**src/rtl/sram_arb_pkg.sv**
```systemverilog
`default_nettype none
// +----------------------------------------------------------------------------+
// | Module      : sram_arb_pkg                                                 |
// | Description : Shared types and constants for the two-requester SRAM port   |
// |               arbiter: sequencer state encoding, requester id type and     |
// |               default geometry of the 16-bit SRAM port.                    |
// | Ports       : none (package)                                               |
// | Revision    : 1.0 - initial release                                        |
// +----------------------------------------------------------------------------+
package sram_arb_pkg;

   // Default SRAM address width and the word offset between the upper and
   // lower 16-bit halves of one 32-bit transaction.
   localparam int DEF_ADDR_W    = 16;
   localparam int DEF_ADDR_STEP = 16;

   // Saturation value of the optional contention counter.
   localparam logic [15:0] CONFLICT_CNT_MAX = 16'hFFFF;

   // Each transaction walks the full sequence once; the explicit 3-bit
   // encoding keeps the register width fixed across tools.
   typedef enum logic [2:0] {
      IDLE      = 3'd0,
      SETUP_HI  = 3'd1,
      ACCESS_HI = 3'd2,
      SETUP_LO  = 3'd3,
      ACCESS_LO = 3'd4,
      DONE      = 3'd5
   } arb_state_t;

   // Requester identifier: 0 = audio delay-line engine, 1 = debug/host.
   typedef logic req_id_t;

endpackage : sram_arb_pkg
`default_nettype wire

```
**src/rtl/sram_arb_rr.sv**
```systemverilog
`default_nettype none
// +----------------------------------------------------------------------------+
// | Module      : sram_arb_rr                                                  |
// | Description : Combinational two-way round-robin picker. A lone request is  |
// |               granted directly; when both requesters are asking, the one   |
// |               that was not granted last wins.                              |
// | Ports       : req0_i, req1_i  - request levels                             |
// |               last_grant_i    - id of the most recent grant                |
// |               grant_valid_o   - at least one request is pending            |
// |               grant_id_o      - id of the requester to grant               |
// | Revision    : 1.0 - initial release                                        |
// +----------------------------------------------------------------------------+
module sram_arb_rr
   import sram_arb_pkg::*;
(
   input  logic    req0_i,
   input  logic    req1_i,
   input  req_id_t last_grant_i,
   output logic    grant_valid_o,
   output req_id_t grant_id_o
);

   always_comb begin
      grant_valid_o = req0_i | req1_i;
      grant_id_o    = 1'b0;
      if (req0_i && req1_i) begin
         grant_id_o = ~last_grant_i;
      end else if (req1_i) begin
         grant_id_o = 1'b1;
      end
   end

endmodule : sram_arb_rr
`default_nettype wire

```
**src/rtl/sram_port_arbiter.sv**
```systemverilog
`default_nettype none
// +----------------------------------------------------------------------------+
// | Module      : sram_port_arbiter                                            |
// | Description : Shares one 16-bit on-chip SRAM port between two 32-bit       |
// |               requesters (0 = audio delay-line engine, 1 = debug/host).    |
// |               Every 32-bit transaction is split into an upper and a lower  |
// |               16-bit half, each given a setup cycle and an access cycle,   |
// |               followed by a single-cycle ack. Round-robin arbitration.     |
// | Ports       : clk, n_rst            - clock, synchronous active-low reset  |
// |               reqN_i/weN_i/addrN_i/wdataN_i - requester N transaction      |
// |               ackN_o, rdataN_o      - completion pulse and read result     |
// |               sram_r_en_o, sram_w_en_o, sram_addr_o, sram_wdata_o,         |
// |               sram_rdata_i          - SRAM wrapper interface               |
// |               conflict_cnt_o        - contention counter (optional)        |
// | Options     : `define SRAM_ARB_STATS_EN adds conflict_cnt_o, a saturating  |
// |               count of IDLE cycles in which both requesters were asking.   |
// | Revision    : 1.0 - initial release                                        |
// +----------------------------------------------------------------------------+
module sram_port_arbiter
   import sram_arb_pkg::*;
#(
   parameter int ADDR_W    = DEF_ADDR_W,
   parameter int ADDR_STEP = DEF_ADDR_STEP
) (
   input  logic              clk,
   input  logic              n_rst,
   // requester 0
   input  logic              req0_i,
   input  logic              we0_i,
   input  logic [ADDR_W-1:0] addr0_i,
   input  logic [31:0]       wdata0_i,
   output logic              ack0_o,
   output logic [31:0]       rdata0_o,
   // requester 1
   input  logic              req1_i,
   input  logic              we1_i,
   input  logic [ADDR_W-1:0] addr1_i,
   input  logic [31:0]       wdata1_i,
   output logic              ack1_o,
   output logic [31:0]       rdata1_o,
   // SRAM wrapper
   output logic              sram_r_en_o,
   output logic              sram_w_en_o,
   output logic [ADDR_W-1:0] sram_addr_o,
   output logic [15:0]       sram_wdata_o,
   input  logic [15:0]       sram_rdata_i
`ifdef SRAM_ARB_STATS_EN
   ,
   output logic [15:0]       conflict_cnt_o
`endif
);

   localparam logic [ADDR_W-1:0] STEP_C = ADDR_W'(ADDR_STEP);

   // ------------------------------------------------------------------------
   // State
   // ------------------------------------------------------------------------
   arb_state_t        state_q, state_d;
   req_id_t           last_grant_q, last_grant_d;
   req_id_t           id_q, id_d;
   logic              we_q, we_d;
   logic [ADDR_W-1:0] addr_q, addr_d;
   logic [31:0]       wdata_q, wdata_d;
   logic [15:0]       rbuf_hi_q, rbuf_hi_d;
   logic [31:0]       rdata0_q, rdata0_d;
   logic [31:0]       rdata1_q, rdata1_d;

   logic              grant_valid;
   req_id_t           grant_id;
   logic [ADDR_W-1:0] addr_lo;

   // Lower half lives ADDR_STEP words above the base; the sum deliberately
   // wraps at ADDR_W bits.
   assign addr_lo = addr_q + STEP_C;

   sram_arb_rr u_rr (
      .req0_i        (req0_i),
      .req1_i        (req1_i),
      .last_grant_i  (last_grant_q),
      .grant_valid_o (grant_valid),
      .grant_id_o    (grant_id)
   );

   // ------------------------------------------------------------------------
   // Sequencer and datapath next-state
   // ------------------------------------------------------------------------
   always_comb begin
      state_d      = state_q;
      last_grant_d = last_grant_q;
      id_d         = id_q;
      we_d         = we_q;
      addr_d       = addr_q;
      wdata_d      = wdata_q;
      rbuf_hi_d    = rbuf_hi_q;
      rdata0_d     = rdata0_q;
      rdata1_d     = rdata1_q;

      case (state_q)
         IDLE: begin
            if (grant_valid) begin
               state_d      = SETUP_HI;
               last_grant_d = grant_id;
               id_d         = grant_id;
               we_d         = grant_id ? we1_i    : we0_i;
               addr_d       = grant_id ? addr1_i  : addr0_i;
               wdata_d      = grant_id ? wdata1_i : wdata0_i;
            end
         end
         SETUP_HI: state_d = ACCESS_HI;
         ACCESS_HI: begin
            state_d = SETUP_LO;
            if (!we_q) begin
               rbuf_hi_d = sram_rdata_i;
            end
         end
         SETUP_LO: state_d = ACCESS_LO;
         ACCESS_LO: begin
            state_d = DONE;
            // The lower half is merged straight into the requester's result
            // register so rdata is already valid while ack is high.
            if (!we_q) begin
               if (id_q) begin
                  rdata1_d = {rbuf_hi_q, sram_rdata_i};
               end else begin
                  rdata0_d = {rbuf_hi_q, sram_rdata_i};
               end
            end
         end
         DONE:    state_d = IDLE;
         default: state_d = IDLE;
      endcase
   end

   always_ff @(posedge clk) begin
      if (!n_rst) begin
         state_q      <= IDLE;
         last_grant_q <= 1'b1;
         id_q         <= 1'b0;
         we_q         <= 1'b0;
         addr_q       <= '0;
         wdata_q      <= '0;
         rbuf_hi_q    <= '0;
         rdata0_q     <= '0;
         rdata1_q     <= '0;
      end else begin
         state_q      <= state_d;
         last_grant_q <= last_grant_d;
         id_q         <= id_d;
         we_q         <= we_d;
         addr_q       <= addr_d;
         wdata_q      <= wdata_d;
         rbuf_hi_q    <= rbuf_hi_d;
         rdata0_q     <= rdata0_d;
         rdata1_q     <= rdata1_d;
      end
   end

   // ------------------------------------------------------------------------
   // Output decode: everything is a function of registered state only, so the
   // SRAM controls and acks change exactly at clock edges.
   // ------------------------------------------------------------------------
   always_comb begin
      sram_r_en_o  = 1'b0;
      sram_w_en_o  = 1'b0;
      sram_addr_o  = '0;
      sram_wdata_o = '0;
      ack0_o       = 1'b0;
      ack1_o       = 1'b0;

      case (state_q)
         SETUP_HI: begin
            sram_addr_o  = addr_q;
            sram_wdata_o = we_q ? wdata_q[31:16] : 16'h0000;
         end
         ACCESS_HI: begin
            sram_addr_o  = addr_q;
            sram_w_en_o  = we_q;
            sram_r_en_o  = ~we_q;
            sram_wdata_o = we_q ? wdata_q[31:16] : 16'h0000;
         end
         SETUP_LO: begin
            sram_addr_o  = addr_lo;
            sram_wdata_o = we_q ? wdata_q[15:0] : 16'h0000;
         end
         ACCESS_LO: begin
            sram_addr_o  = addr_lo;
            sram_w_en_o  = we_q;
            sram_r_en_o  = ~we_q;
            sram_wdata_o = we_q ? wdata_q[15:0] : 16'h0000;
         end
         DONE: begin
            ack0_o = ~id_q;
            ack1_o = id_q;
         end
         default: begin
            sram_r_en_o = 1'b0;
         end
      endcase
   end

   assign rdata0_o = rdata0_q;
   assign rdata1_o = rdata1_q;

`ifdef SRAM_ARB_STATS_EN
   // ------------------------------------------------------------------------
   // Contention statistics: counts IDLE cycles where both requesters ask.
   // ------------------------------------------------------------------------
   logic [15:0] conflict_cnt_q, conflict_cnt_d;

   always_comb begin
      conflict_cnt_d = conflict_cnt_q;
      if ((state_q == IDLE) && req0_i && req1_i &&
          (conflict_cnt_q != CONFLICT_CNT_MAX)) begin
         conflict_cnt_d = conflict_cnt_q + 16'd1;
      end
   end

   always_ff @(posedge clk) begin
      if (!n_rst) begin
         conflict_cnt_q <= '0;
      end else begin
         conflict_cnt_q <= conflict_cnt_d;
      end
   end

   assign conflict_cnt_o = conflict_cnt_q;
`endif

endmodule : sram_port_arbiter
`default_nettype wire

```
**config.mk**
```make
export PLATFORM = sky130hd
export DESIGN_NAME = sram_port_arbiter
export DESIGN_NICKNAME = d
export VERILOG_FILES = /design/src/rtl/sram_arb_pkg.sv /design/src/rtl/sram_arb_rr.sv /design/src/rtl/sram_port_arbiter.sv
export SDC_FILE = /design/constraint.sdc
export NUM_CORES = 1
export LEC_CHECK = 0
export ABC_AREA = 1
export BUFFER_PORTS_ARGS = -buffer_cell sky130_fd_sc_hd__clkbuf_2
export CAP_MARGIN = 0
export CORE_ASPECT_RATIO = 2
export CORE_MARGIN = 3
export CORE_UTILIZATION = 35
export CTS_CLUSTER_SIZE = 16
export DETAILED_ROUTE_END_ITERATION = 12
export PLACE_DENSITY = 0.65
export SLEW_MARGIN = 10
export SYNTH_ARGS = -nofsm -noshare
export SYNTH_HDL_FRONTEND = slang
export SYNTH_SLANG_ARGS = --single-unit
export TNS_END_PERCENT = 10
```
**constraint.sdc**
```tcl
create_clock -name clk -period 1.2 [get_ports clk]
set_input_delay 0.24 -clock clk [delete_from_list [all_inputs] [get_ports clk]]
set_output_delay 0.24 -clock clk [all_outputs]
set_load 0.01 [all_outputs]
```
==> results.ini <==
[finish]
fin_nets = 1278
num_antenna_cells = 0
drive_gt1_frac = 0.3575
finish.utilization = 0.5357
fin_area_um2 = 8803
syn_to_final_growth_pct = 48.28
layoutNonFillerInstCount = 1376

[clock_tree]
cts-buffers-inserted = 17
cts_tree = done
cts-root-buf = clkbuf_16
max-clock-path-buffers = 2
clk_latency_ps = 410
path_clk_slew_ps = 60
cts_sinks = 134
htreeDepth = 4

[synthesis]
yosys_warnings = 0
seq_area_frac_synth = 0.4518
synth.distinct_cells = 22
syn_inst = 895
synth-seq-cells = 134
syn_area_per_cell_um2 = 6.633
syn-cell-area_um2 = 5937
synth_nets = 1014

[place]
post-place-ws_ps = -401.2
dp_hpwl_um = 14740
placedCellCount = 1336
io_buffer_count = 217
dpl_cell_area_um2 = 7868
gpl.final_weighted_congestion = 0.8551

[sta]
setup_viol = 153
hold_slack_ps = 136.9
hold_viol = 0
worstMarginPinSlew_ps = 325.1
period_share = 1.591
finalSetupTns_ps = -56090
rsz0062_at_grt = yes
fin_crit_ps = 1909
drv_slew = 0
fin_skew_ps = 12.01
slew-limit-headroom = 0.7810
fin_ws_ps = -708.7
max_freq_ghz = 0.5239

[global_routing]
gr-max-usage-layer = met2
grt_use_met2 = 0.3879
grt_use_met1 = 0.2038
grt.total_usage = 0.2045
antenna_found_initial = 0
grt_use_met3 = 0.04147
grt_first_pass_wirelength_um = 30220
grt_pass1_vias = 6219
overflow = 0
grt_max_degree = 54

[worst_setup_path]
rr_endpoint = wdata_q[8]$_SDFFE_PN0P_
r2r-start = state_q[0]$_SDFFE_PN0P_
crit_arrival_ps = 1670
ff2ff_path_depth = 8
cp-endpoint = sram_wdata_o[2]
critPathLaunch = state_q[0]$_SDFFE_PN0P_
crit_required_ps = 960
critical_path.startpoint_type = register
cp-end-kind = output port
critPathKind = register to output port
r2r_setup_slack_ps = -400
critPathMaxFanout = 8

[floorplanning]
start_util = 0.3613
boundaryPins = 218
dieArea_um2 = 18660
design.core.area_um2 = 16430
die_x_um = 98.10
num_rows = 66
die_h_um = 190.2

[power_and_ir_drop]
ir_worst_vdd_v = 0.0008336
finalPower_mw = 14.19
powerDensity_nw_per_um2 = 1611
leakagePower_nw = 4.116

[outcome]
status = finished, violations left
violations = setup timing

[drt]
routed_wl_um = 19550
firstDrtPassIters = 4
drcViolationCount = 0
first_iter_violations = 211
vias_per_cell = 4.771
drtAntennaViolNets = 0
vias = 6565
wl_per_cell_um = 14.20

[hold_path]
hold_class = input port to register

[flow_run]
maxCapViolations = 0

==> synthesized netlist by cell type, drive strengths merged <==
| master | count | area (um^2) |
|---|---|---|
| dfxtp | 134 | 2683 |
| ha | 1 | 12.51 |
| inv | 70 | 262.8 |
| a21oi | 122 | 610.6 |
| nand3 | 10 | 50.05 |
| nor2 | 87 | 341.6 |
| xor2 | 1 | 8.760 |
| buf | 17 | 108.9 |
| clkbuf | 39 | 146.4 |
| o31ai | 1 | 7.510 |
| o21ai | 89 | 449.2 |
| nand4 | 5 | 43.79 |
| nand3b | 3 | 26.27 |
| nand2 | 316 | 1186 |
==> worst max-delay path, cell delays in order, from the launching register on <==
cell and delay [ps]:
dfxtp_4 370, nor2_4 190, o21ai_4 100, inv_4 110, buf_12 160, nand2_2 60
a21oi_2 130, buf_2 140
==> state kept, by name, indices dropped and copies added, names as in the netlist <==
| name | cells |
|---|---|
| state_q | 3 |
| id_q | 1 |
| wdata_q | 32 |
| rdata1_o | 32 |
| rbuf_hi_q | 16 |
| addr_q | 16 |
| we_q | 1 |
| rdata0_o | 32 |
| last_grant_q | 1 |
==> layer usage <==
| metal | part of all wire | wire length [um] |
|---|---|---|
| met1 | 0.35 | 6860 |
| met3 | 0.050 | 969 |
| met2 | 0.56 | 10860 |
| met5 | 0 | 0 |
| met4 | 0.044 | 856 |
==> cell usage in the layout (no fill, tap or decap), drive strengths merged <==
| master | Yosys | routed |
|---|---|---|
| xor2 | 1 | 1 |
| clkinv | 0 | 4 |
| buf | 17 | 114 |
| inv | 70 | 79 |
| a21oi | 122 | 122 |
| nor2 | 87 | 87 |
| nand3 | 10 | 10 |
| o21ai | 89 | 89 |
| clkinvlp | 0 | 2 |
| ha | 1 | 1 |
| nand3b | 3 | 3 |
| clkbuf | 39 | 204 |
| dfxtp | 134 | 134 |
| nand4 | 5 | 5 |
| nand2 | 316 | 316 |
| o31ai | 1 | 1 |
==> cell type report <==
class	count	area (um^2)
clock buffers	17	425.4
flip-flops and latches	134	2695
repair buffers	301	1981
clock inverters	15	135.1
multi-input cells	635	3042
fillers	1650	7630
inverters	70	270.3
well taps	204	255.2
==> report_power, final <==
part	switching, mW	leakage (nW)	internal (mW)
clock network	2.20	0.273	2.74
logic	2.22	2.75	1.70
registers	0.382	1.09	4.95
total	4.80	4.12	9.39
==> logic make-up after synthesis <==
kind of cell               Yosys count  synth area share
xor gates and xnor gates             1          0.001476
DFF                                134            0.4518
and+or+nand+nor                    421            0.2776
AOI/OAI and AO/OA                  212            0.1798
adders and majority gates            1          0.002107
buffers and inverters              126           0.08725
==> repair_timing <==
item                       CTS  global route
pin swaps                    6            12
buffers inserted             4             4
gates resized for setup     49            89
gates cloned                 0             1
setup endpoints to repair  168           169
hold buffers                 0             0
==> worst min path at each step <==
stage	to	cells past startpoint	startpoint	slack [ps]
6_report	rdata1_o[6]$_SDFFE_PN0P_	3	sram_rdata_i[6]	140
4_1_cts	rdata1_o[8]$_SDFFE_PN0P_	3	sram_rdata_i[8]	110
3_5_place_dp	rdata0_o[17]$_SDFFE_PN0P_	2	rdata0_o[17]$_SDFFE_PN0P_	430
3_3_place_gp	rdata0_o[9]$_SDFFE_PN0P_	2	rdata0_o[9]$_SDFFE_PN0P_	430
5_1_grt	rbuf_hi_q[8]$_SDFFE_PN0P_	3	sram_rdata_i[8]	130
2_1_floorplan	rdata1_o[0]$_SDFFE_PN0P_	2	sram_rdata_i[0]	400
No activity file was read; power rests on OpenSTA's default activity.
